===== src/rtl/serial_tx_pkg.sv =====
// serial_tx_pkg: state encoding and width helper shared by the serial transmitter
package serial_tx_pkg;

    typedef enum logic [2:0] {
        IDLE   = 3'd0,
        START  = 3'd1,
        DATA   = 3'd2,
        PARITY = 3'd3,
        STOP   = 3'd4
    } state_t;

    function automatic int clog2(input int v);
        int r;
        for (r = 0; (1 << r) < v; r++) begin
        end
        return r;
    endfunction

endpackage


===== src/rtl/serial_tx_bit_timer.sv =====
// serial_tx_bit_timer: counts clocks within one serial bit and flags the last one
import serial_tx_pkg::*;

module serial_tx_bit_timer #(
    parameter int CLKS_PER_BIT = 16
) (
    input  logic clk,
    input  logic rst_n,
    input  logic en,
    input  logic clr,
    output logic bit_tick
);
    localparam int CW = clog2(CLKS_PER_BIT);

    logic [CW-1:0] cnt;

    assign bit_tick = en && cnt == CW'(CLKS_PER_BIT - 1);

    always_ff @(posedge clk or negedge rst_n) begin
        if (!rst_n)
            cnt <= '0;
        else if (clr)
            cnt <= '0;
        else if (en)
            cnt <= bit_tick ? '0 : cnt + 1'b1;
    end
endmodule


===== src/rtl/serial_tx.sv =====
// serial_tx: start / LSB-first data / optional parity / stop frame transmitter
import serial_tx_pkg::*;

module serial_tx #(
    parameter int DATA_W       = 8,
    parameter int CLKS_PER_BIT = 16,
    parameter int PARITY_EN    = 0,
    parameter int PARITY_ODD   = 0
) (
    input  logic              clk,
    input  logic              rst_n,
    input  logic [DATA_W-1:0] tx_data,
    input  logic              tx_valid,
    output logic              tx_ready,
    output logic              tx_serial,
    output logic              tx_busy,
    output logic              tx_done
);
    localparam int IW = clog2(DATA_W + 1);

    state_t            state, state_n;
    logic [DATA_W-1:0] shift_reg;
    logic [IW-1:0]     bit_idx;
    logic              parity_bit;
    logic              bit_tick;
    logic              accept;
    logic              last_bit;

    assign accept   = tx_valid && tx_ready;
    assign last_bit = bit_idx == IW'(DATA_W - 1);

    serial_tx_bit_timer #(.CLKS_PER_BIT(CLKS_PER_BIT)) u_timer (
        .clk      (clk),
        .rst_n    (rst_n),
        .en       (tx_busy),
        .clr      (tx_ready),
        .bit_tick (bit_tick)
    );

    always_comb begin
        state_n = state;
        case (state)
            IDLE:    state_n = accept ? START : IDLE;
            START:   state_n = bit_tick ? DATA : START;
            DATA:    state_n = (bit_tick && last_bit) ? ((PARITY_EN != 0) ? PARITY : STOP) : DATA;
            PARITY:  state_n = bit_tick ? STOP : PARITY;
            STOP:    state_n = bit_tick ? IDLE : STOP;
            default: state_n = IDLE;
        endcase
    end

    // Outputs decode registered state only, so inputs never reach the line combinationally
    assign tx_ready  = state == IDLE;
    assign tx_busy   = !tx_ready;
    assign tx_done   = state == STOP && bit_tick;
    assign tx_serial = state == START  ? 1'b0 :
                       state == DATA   ? shift_reg[0] :
                       state == PARITY ? parity_bit : 1'b1;

    always_ff @(posedge clk or negedge rst_n) begin
        if (!rst_n) begin
            state      <= IDLE;
            shift_reg  <= '0;
            bit_idx    <= '0;
            parity_bit <= 1'b0;
        end else begin
            state <= state_n;
            if (accept) begin
                shift_reg  <= tx_data;
                parity_bit <= ^tx_data ^ (PARITY_ODD != 0);
                bit_idx    <= '0;
            end else if (state == DATA && bit_tick) begin
                shift_reg <= shift_reg >> 1;
                bit_idx   <= last_bit ? '0 : bit_idx + 1'b1;
            end
        end
    end
endmodule

===== config.mk =====
export PLATFORM = sky130hd
export DESIGN_NAME = serial_tx
export DESIGN_NICKNAME = d
export VERILOG_FILES = /design/src/rtl/serial_tx_pkg.sv /design/src/rtl/serial_tx_bit_timer.sv /design/src/rtl/serial_tx.sv
export SDC_FILE = /design/constraint.sdc
export NUM_CORES = 1
export LEC_CHECK = 0
export ABC_AREA = 1
export CAP_MARGIN = 20
export CORE_MARGIN = 3
export CORE_UTILIZATION = 40
export DETAILED_ROUTE_END_ITERATION = 7
export PLACE_DENSITY = 0.68
export SETUP_SLACK_MARGIN = 0.3
export SKIP_CTS_REPAIR_TIMING = 1
export SLEW_MARGIN = 20
export SYNTH_ARGS = -nofsm -noshare
export SYNTH_HDL_FRONTEND = slang
export SYNTH_SLANG_ARGS = --single-unit

===== constraint.sdc =====
create_clock -name clk -period 1.49 [get_ports clk]
set_input_delay 0.149 -clock clk [delete_from_list [all_inputs] [get_ports clk]]
set_output_delay 0.149 -clock clk [all_outputs]
set_load 0.03 [all_outputs]

==> results.md <==
| Group | Result | Reported |
|---|---|---|
| placed design | Count of input and output buffers | 14 |
| synthesis | Top area cells in the synthesized netlist | sky130_fd_sc_hd__dfrtp_1, sky130_fd_sc_hd__nand2_1, sky130_fd_sc_hd__inv_1, sky130_fd_sc_hd__nand3_1, sky130_fd_sc_hd__o211ai_2 |
| timing | Relative max-transition margin | 78.8% |
| timing | RSZ-0062 raised after global routing | yes |
| worst setup path | Worst Setup Start Kind | flop |
| final layout | Filler-free cell count of the finished design | 207 |
| worst setup path | Ordered cell list for the critical path | inv_2, nor2_2, nand2_2, inv_2, a21oi_2, buf_6 |
| global route | Number of global-route vias before repair | 907 |
| worst setup path | Type of the setup path with the least slack | reg -> out |
| placed design | HPWL after detailed placement | 1660 um |
| global route | All-Layer GR Usage | 13.8% |
| timing | Endpoints failing hold | 0 |
| floorplan | Number of top-level design ports | 15 |
| worst setup path | Setup crit end kind | output port |
| final layout | Max FFs per register | 8 |
| worst setup path | CP Data Required Time | 1340 ps |
| routing | Wire per inst | 12.4 um |
| final layout | Antenna Cells | 0 |
| synthesis | Cell type with the highest aggregate area in the netlist | sky130_fd_sc_hd__dfrtp_1 |
| timing | Setup skew after layout | 11.2 ps |
| floorplan | Effective utilization at floorplan | 44.4% |
| final layout | Fraction of final layout cells with drive strength greater than 1 | 37.3% |
| routing | Number of antenna-violating nets in the routed design | 0 |
| synthesis | Net count after synthesis | 158 |
| timing | Post-layout min period | 1430 ps |
| cts | Number of buffers created by CTS | 3 |
| routing | Starting DRC count in detailed routing | 58 |
| cts | CTS Root Buffer Type | sky130_fd_sc_hd__clkbuf_4 |
| worst setup path | Number of cells on the worst reg-to-reg path | 7 |
| worst setup path | Worst Path Arrival | 1280 ps |
| timing | Slew Limit Fails | 0 |
| cts | Clock transition time at the flip-flop clock pins of the worst setup and hold paths | 120 ps |
| global route | Overflow left after global routing | 0 |
| pwr | Pwr dens | 674 nW/um^2 |
| global route | Largest net degree at the start of global routing | 21 |
| synthesis | Number of flip-flops and latches in the synthesized netlist | 20 |
| worst setup path | Peak fanout along the critical path | 3 |
| worst setup path | Most Frequent Cell on Critical Path | sky130_fd_sc_hd__inv_2 |
| worst setup path | Destination of the worst register-to-register timing path | shift_reg[4] |
| floorplan | Area of the die | 3610 um^2 |
| run | Maximum Capacitance Violations | 0 |
| cts | CTS Sinks | 20 |
| synthesis | Average cell area after synthesis | 8.08 um^2 |
| routing | # DRC | 0 |
| synthesis | Total of warnings raised by yosys | 0 |
| routing | Overall via count from detail_route | 1038 |
| worst setup path | Largest delay share family, worst path | flip-flops |
| final layout | Nets | 191 |
| synthesis | Sequential-to-total area share from yosys stat | 42.7% |
| cts | Insertion delay of the later-clocked pin in the worst-skew pair | 310 ps |
| floorplan | Overall die height | 60.1 um |
| floorplan | Core Region | 2640 um^2 |
| placed design | Number of cells after detailed placement | 189 |
| timing | Part of the cycle the worst path needs | 95.8% |
| worst setup path | FF-to-FF setup slack | 100 ps |
| pwr | P_leak | 0.000813 uW |
| global route | First-pass GRT wire length | 3830 um |
| placed design | Routability congestion estimate from global placement | 0.889 |
| worst setup path | Startpoint of the worst register-to-register path | state[0] |
| floorplan | Number of standard-cell rows in the floorplan | 18 |
| worst setup path | Buffers & Inverters on Critical Path | 3 |
| floorplan | Horizontal extent of the die | 60.1 um |
| cts | Maximum level of the CTS H-tree | 1 |
| cts | CTS tree | yes |
| cts | Maximum number of buffers from clock root to sink | 2 |
| worst setup path | Highest cell delay on the worst timing path | 440 ps |
| synthesis | Number of instances in the synthesized netlist | 145 |
| timing | Transition at the pin with the smallest max-transition slack | 317 ps |
| routing | Vias per Instance | 5.01 |
| synthesis | Combined area of all synthesized cells | 1170 um^2 |
| synthesis | Share of Yosys cell area claimed by the top area cell type | 42.7% |
| worst setup path | Library cell contributing the largest single delay on the critical path | sky130_fd_sc_hd__dfrtp_1 |
| routing | Total detailed-routing wirelength | 2570 um |
| synthesis | Post-synthesis cell type count | 25 |
| placed design | Pre-CTS setup slack | 66.0 ps |
| routing | Router iterations before antenna repair | 4 |
| outcome | Status | finished clean |
| final layout | Synth-to-Final Area Change | 41.5% |
| timing | Post-route setup slack | 62.1 ps |
| hold path | Worst hold path type | in -> async |
| timing | Fmax | 700 MHz |
| pwr | Peak supply drop | 895 uV |
| timing | Setup violations, final | 0 |
| global route | Antenna violations before repair | 0 |
==> routing by layer <==
metal  share of wire, %  GRT usage, %  wire (um)  vias to the layer above
met1                 45          17.9       1160                      483
met3                4.1          4.10        105                        2
met5                  0             0          0                        -
met2                 51          22.8       1300                       21
li1                   -             -          -                      532
met4               0.39          2.85         10                        0
==> worst max path at each step <==
stage	startpoint	endpoint	slack, ps	depth (start not counted)
after global placement	state[1]	tx_busy	90	3
after CTS	state[1]	tx_busy	-290	3
after floorplan	u_timer.cnt[0]	tx_done	220	3
after detailed placement	state[1]	tx_busy	70	3
after global routing	u_timer.cnt[1]	tx_done	-10	4
final	state[1]	tx_serial	60	6
==> synth_stat cells, drive strengths merged <==
| cell type | n |
|---|---|
| o22ai | 1 |
| dfrtp | 20 |
| o221ai | 1 |
| nor2 | 15 |
| o211ai | 4 |
| o21ai | 7 |
| inv | 20 |
| a21oi | 4 |
| xnor2 | 1 |
| nand3 | 13 |
| buf | 1 |
| a22oi | 1 |
| xor2 | 2 |
| nand4 | 1 |
| ha | 2 |
| nand2 | 52 |
==> cell families after synthesis <==
| logic type | after synthesis | share of synthesized area, % |
|---|---|---|
| buffers and inverters | 21 | 7.37 |
| AND/OR/NAND/NOR | 81 | 33.8 |
| adder cells (fa/ha/maj) | 2 | 2.14 |
| XOR/XNOR | 3 | 2.24 |
| flip-flops | 20 | 42.7 |
| AO/OA/AOI/OAI | 18 | 11.8 |
==> power by group <==
part | internal (uW) | leakage [uW] | switching [uW]
logic | 51.4 | 0.000545 | 60.2
clock network | 272 | 0.0000279 | 172
registers | 553 | 0.000241 | 7.72
==> final cells by class <==
cell class	count	area [um^2]
Fill cell	213	978
Multi-Input combinational cell	106	708
Sequential cell	20	502
Timing Repair Buffer	27	272
Inverter	20	85.1
Tap cell	30	37.5
Clock inverter	1	30.0
Clock buffer	3	22.5
==> cell usage in the layout, fill, tap and decap left out, types with 5 or more instances in the layout <==
cell type,count
sky130_fd_sc_hd__nand3_2,7
sky130_fd_sc_hd__nand2_2,10
sky130_fd_sc_hd__nand2_1,39
sky130_fd_sc_hd__buf_4,8
sky130_fd_sc_hd__dfrtp_1,19
sky130_fd_sc_hd__inv_1,14
sky130_fd_sc_hd__nand3_1,5
sky130_fd_sc_hd__clkdlybuf4s50_1,10
sky130_fd_sc_hd__nor2_1,10
sky130_fd_sc_hd__buf_6,7
==> per-stage QoR <==
step           power, uW  instance area, um^2  hold WS [ps]  util (%)  setup TNS [ps]
2_1_floorplan        622                 1180          -147         -               0
3_3_place_gp         675                 1350           456      51.3               0
3_5_place_dp         677                 1350           466      51.3               0
4_1_cts             1120                 1400           173      53.3            -353
5_1_grt             1170                 1660           170      62.9           -20.2
6_report            1120                 1660           158      62.9               0
No activity file was read; power rests on OpenSTA's default activity.
